`config.mk`:
```
export PLATFORM = sky130hd
export DESIGN_NAME = ramp_source_flat
export DESIGN_NICKNAME = d
export VERILOG_FILES = /design/src/rtl/ramp_source_if.sv /design/src/rtl/ramp_source.sv /design/src/flat_wrapper.sv
export SDC_FILE = /design/constraint.sdc
export NUM_CORES = 1
export LEC_CHECK = 0
export CAP_MARGIN = 20
export CORE_MARGIN = 4
export CORE_UTILIZATION = 34
export CTS_CLUSTER_SIZE = 40
export DETAILED_ROUTE_END_ITERATION = 8
export GPL_TIMING_DRIVEN = 0
export PLACE_DENSITY = 0.64
export SETUP_SLACK_MARGIN = 0.2
export SYNTH_ARGS = -nofsm -noshare
export SYNTH_HDL_FRONTEND = slang
export SYNTH_SLANG_ARGS = --single-unit
```
`constraint.sdc`:
```
create_clock -name clk -period 2.21 [get_ports clk]
set_input_delay 0.663 -clock clk [delete_from_list [all_inputs] [get_ports clk]]
set_output_delay 0.663 -clock clk [all_outputs]
set_load 0.01 [all_outputs]
```
`src/rtl/ramp_source_if.sv`:
```
// Control inputs and ramp outputs of ramp_source, bundled for the source (master)
// and the consumer / test driver (slave).
interface ramp_source_if #(
  parameter int WIDTH = 8
);
  logic             start;
  logic             pause;
  logic [WIDTH-1:0] OutData;
  logic             valid;
  logic             busy;
  logic             done;
  logic [WIDTH:0]   count;

  modport master (
    input  start, pause,
    output OutData, valid, busy, done, count
  );

  modport slave (
    output start, pause,
    input  OutData, valid, busy, done, count
  );
endinterface

```
`src/rtl/ramp_source.sv`:
```
// Ramp stimulus source: emits START_VAL, START_VAL+STEP, ... each held HOLD cycles,
// stopping once END_VAL has been held. An odd STEP makes bit 0 toggle on every value.
module ramp_source #(
  parameter int                 WIDTH     = 8,
  parameter int                 HOLD      = 4,
  parameter int                 STEP      = 1,
  parameter logic [WIDTH-1:0]   START_VAL = '0,
  parameter logic [WIDTH-1:0]   END_VAL   = '1
) (
  input logic          clk,
  input logic          rst,
  ramp_source_if.master bus
);

  typedef enum logic [1:0] {S_IDLE, S_RUN, S_DONE} state_t;

  localparam logic [7:0]       HOLD_LAST = 8'(HOLD - 1);
  localparam logic [WIDTH-1:0] STEP_W    = WIDTH'(STEP);

  state_t           r_state;
  logic [WIDTH-1:0] r_data;
  logic             r_valid;
  logic             r_busy;
  logic             r_done;
  logic [WIDTH:0]   r_count;
  logic [7:0]       r_hold;

  always_ff @(posedge clk or posedge rst) begin
    if (rst) begin
      r_state <= S_IDLE;
      r_data  <= '0;
      r_valid <= 1'b0;
      r_busy  <= 1'b0;
      r_done  <= 1'b0;
      r_count <= '0;
      r_hold  <= '0;
    end else begin
      r_valid <= 1'b0;
      case (r_state)
        S_IDLE, S_DONE: begin
          if (bus.start) begin
            r_state <= S_RUN;
            r_data  <= START_VAL;
            r_valid <= 1'b1;
            r_busy  <= 1'b1;
            r_done  <= 1'b0;
            r_count <= (WIDTH+1)'(1);
            r_hold  <= '0;
          end
        end
        S_RUN: begin
          // pause freezes everything, including the final transition to DONE
          if (!bus.pause) begin
            if (r_hold == HOLD_LAST) begin
              if (r_data != END_VAL) begin
                r_data  <= r_data + STEP_W;
                r_valid <= 1'b1;
                r_count <= r_count + 1'b1;
                r_hold  <= '0;
              end else begin
                r_state <= S_DONE;
                r_done  <= 1'b1;
                r_busy  <= 1'b0;
              end
            end else begin
              r_hold <= r_hold + 1'b1;
            end
          end
        end
        default: r_state <= S_IDLE;
      endcase
    end
  end

  assign bus.OutData = r_data;
  assign bus.valid   = r_valid;
  assign bus.busy    = r_busy;
  assign bus.done    = r_done;
  assign bus.count   = r_count;

endmodule
```
`src/flat_wrapper.sv`:
```
// flat-port wrapper written by rule: the top's interface ports become plain ports
module ramp_source_flat 
#(
  parameter int                 WIDTH     = 8,
  parameter int                 HOLD      = 4,
  parameter int                 STEP      = 1,
  parameter logic [WIDTH-1:0]   START_VAL = '0,
  parameter logic [WIDTH-1:0]   END_VAL   = '1
)
  (clk, rst, bus_start, bus_pause, bus_OutData, bus_valid, bus_busy, bus_done, bus_count);
  ramp_source_if #(.WIDTH(WIDTH)) bus_i ();
  input logic clk;
  input logic rst;
  input wire logic [$bits(bus_i.start)-1:0] bus_start;
  input wire logic [$bits(bus_i.pause)-1:0] bus_pause;
  output wire logic [$bits(bus_i.OutData)-1:0] bus_OutData;
  output wire logic [$bits(bus_i.valid)-1:0] bus_valid;
  output wire logic [$bits(bus_i.busy)-1:0] bus_busy;
  output wire logic [$bits(bus_i.done)-1:0] bus_done;
  output wire logic [$bits(bus_i.count)-1:0] bus_count;
  assign bus_i.start = bus_start;
  assign bus_i.pause = bus_pause;
  assign bus_OutData = bus_i.OutData;
  assign bus_valid = bus_i.valid;
  assign bus_busy = bus_i.busy;
  assign bus_done = bus_i.done;
  assign bus_count = bus_i.count;
  ramp_source #(.WIDTH(WIDTH), .HOLD(HOLD), .STEP(STEP), .START_VAL(START_VAL), .END_VAL(END_VAL)) u_core (.clk(clk), .rst(rst), .bus(bus_i));
endmodule
```
==> summary.txt <==
Run status
  – Status: complete, no violations

Global route
  – Initial antenna violation count: 0
  – GRT overflow: 0
  – Largest net degree at the start of global routing: 20
  – All-Layer GR Usage: 15.3%
  – Vias in the first global route: 1,361
  – First-pass GRT wire length: 6490 microns

Clock tree
  – Clk_lat worst skew: 0.29 ns
  – Clock transition at the registers of the reported paths: 0.06 ns
  – CTS tree: done
  – Longest Clk Path Bufs: 2
  – CTS sink count: 30
  – Root Buffer: clkbuf_8
  – H-Tree Depth: 2
  – CTS buffer count: 5
  – Hold-fix buffers, CTS: 0

Power
  – Total power draw: 1.78 mW
  – Psw: 0.586 mW
  – Max VDD drop: 0.399 mV
  – Clock power frac: 25.9%
  – Sequential power share: 43.6%
  – Sw Share: 32.9%
  – Comb pwr share: 30.6%
  – P_leak: 0.929 nW
  – Pwr dens: 835 nW/um^2
  – Internal Power: 1.19 mW

Worst setup path
  – Cell Chain, Critical Path: clkdlybuf4s50_1
  – Critical path endpoint: bus_count[5]
  – Crit. path cell count: 1
  – Critical path's slowest cell: clkdlybuf4s50_1
  – CP Capture Type: primary output
  – FF-to-FF Start: u_core.r_hold[1]$_DFFE_PP0P_
  – R2R Setup Slk: 0.30 ns
  – Critical path type: reg -> out
  – Worst Path Buf+Inv: 1
  – Worst EP arrival: 1.30 ns
  – CP startpoint kind: register
  – WP data required: 1.55 ns
  – Worst setup path start: u_core.bus.count[5]$_DFFE_PP0P_
  – Worst R2R End: u_core.bus.OutData[3]$_DFFE_PP0P_
  – CP delay by family, top: buffers and inverters
  – Crit-path max FO: 6
  – CP max stage delay: 0.59 ns
  – Cells on worst reg2reg path: 6

Floorplanning
  – Die height: 75.7 microns
  – Initial Util: 35.6%
  – Die Span X: 75.7 microns
  – # rows: 24
  – Number of I/O pins: 24
  – Die area: 5730 sq um
  – Core area: 4380 sq um

Detailed routing
  – DRT antenna net count: 0
  – Final wirelength: 3770 microns
  – Via count: 1,406
  – Drt initial violations: 92
  – Drc violations: 0
  – Wire length per cell: 15.1 microns
  – DRT Pass-1 Iters: 4
  – Vias per cell: 5.65

Timing
  – Setup ws final: 0.249 ns
  – Fin. max-slew vios: 0
  – Final setup fails: 0
  – FMAX: 510 MHz
  – Hold Slack: 0.513 ns
  – Setup TNS: 0 ns
  – Hold Fails Final Rpt: 0
  – Tmin final: 1.96 ns
  – RSZ-0062 raised after global routing: no
  – Final period utilization: 88.7%
  – Clock skew: 0.00419 ns
  – Relative slew margins: 64.2%
  – Worst Tran Pin Value: 0.537 ns

Layout
  – Cell area after layout: 2130 sq um
  – Layout area overhead: 36.6%
  – Antenna Cells: 0
  – Layout cells sized above 1: 20.3%
  – Layout Nets: 203

Synthesis
  – Mapped cell area: 1560 sq um
  – Syn. warnings: 0
  – Count leader, synth: dfrtp_1
  – Post-synth ARST share: 100%
  – Syn avg cell area: 10.1 sq um
  – Ys flop type: dfrtp_1
  – Seq/Total Area, Yosys: 48.2%
  – EDFF count, synth: 0
  – Commonest cells in the netlist: dfrtp_1 (30), nand2_1 (25), mux2i_1 (11), nand3_1 (11)
  – Mapped Nets: 162
  – Synth cell types: 37
  – Leading area contributor after synthesis: dfrtp_1
  – Synth Instances: 155
  – Synth top area share: 48.2%
  – Flops & latches, synth: 30
  – Leading cell types by total area after synthesis: dfrtp_1 (48%), mux2i_1 (7.1%), nand2_1 (6.0%), nand3_1 (3.5%), o211ai_1 (2.9%)

Min path
  – Worst Hold Class: reg -> reg
  – Hold wc startpoint: u_core.bus.count[7]$_DFFE_PP0P_

Run
  – Max Cap Viol: 0

Placed design
  – Placed Instance Area: 1900 sq um
  – Pre-CTS setup slack: -0.433 ns
  – Gpl congestion: 0.870
  – PortBufs: 23
  – DPL Wire Length: 2690 microns
## state kept, by name (all words and copies together) (netlist names)
| register | cells |
|---|---|
| u_core.bus.count | 9 |
| u_core.bus.OutData | 8 |
| u_core.r_hold | 8 |
| u_core.r_state | 2 |
| u_core.bus.busy | 1 |
| u_core.bus.done | 1 |
| u_core.bus.valid | 1 |
## layer usage
metal,global-route usage [%],vias up,share of wire [%]
met5,0,-,0
li1,-,670,-
met2,23.9,42,49
met1,19.4,687,43
met4,7.77,0,1.9
met3,4.35,7,5.9
## power by group through the flow
stage | logic (mW) | clock network, mW | registers, mW
finish | 0.543 | 0.460 | 0.775
global route | 0.597 | 0.503 | 0.795
CTS | 0.501 | 0.471 | 0.775
detailed placement | 0.458 | 0 | 0.777
global placement | 0.440 | 0 | 0.770
floorplan | 0.252 | 0 | 0.776
## timing repair
action / 4_1_cts / 5_1_grt
endpoints found under the setup margin: 25 / 21
pin swaps: 2 / 2
gates resized for setup: 10 / 15
cloned: 0 / 0
buffers inserted: 6 / 4
## stage by stage
stage                     instances  util [%]
after global routing            249      48.6
after floorplan                 155         -
after CTS                       245      47.2
after detailed placement        231      43.2
final                           249      48.6
after global placement          230      42.6
## area by class of cell
type	count	area, sq um
Clock inverter	1	5.00
Clock buffer	7	86.3
Inverter	3	11.3
Fill cell	420	2250
Multi-Input combinational cell	118	838
Tap cell	52	65.1
Buffer	4	36.3
Sequential cell	30	759
Timing Repair Buffer	34	328
## logic make-up after synthesis
kind of cell / Yosys count / synth area share (%)
AOI/OAI and AO/OA: 31 / 15.2
adders and majority gates: 3 / 2.41
buffers and inverters: 7 / 1.77
DFF: 30 / 48.2
muxes: 12 / 7.79
and+or+nand+nor: 72 / 24.7
## how the worst min path moves through the flow
stage	depth (start not counted)	to	slack, ns
finish	1	u_core.bus.count[7]$_DFFE_PP0P_	0.51
floorplan	1	u_core.r_hold[6]$_DFFE_PP0P_	0.48
CTS	1	u_core.bus.count[7]$_DFFE_PP0P_	0.52
detailed placement	1	u_core.bus.done$_DFFE_PP0P_	0.50
global route	2	u_core.bus.busy$_DFFE_PP0P_	0.54
global placement	1	u_core.bus.done$_DFFE_PP0P_	0.48
## cell usage in the layout (no fill, tap or decap), types with 2 or more instances in the layout
cell type and count:
nand2_1 25, dfrtp_1 23, clkdlybuf4s50_1 22, mux2i_1 11, nand3_1 10, buf_4 10
dfrtp_2 7, nand4_1 6, o211ai_1 6, o21ai_0 6, clkbuf_8 6, nand2b_1 5
nor2_1 5, and3_1 4, o31ai_1 4, clkbuf_2 3, a22o_1 3, a21oi_1 3
inv_1 3, nor4_4 2, and4_1 2, a21o_1 2, ha_1 2
Note: power is estimated with default switching activity, not from simulation.
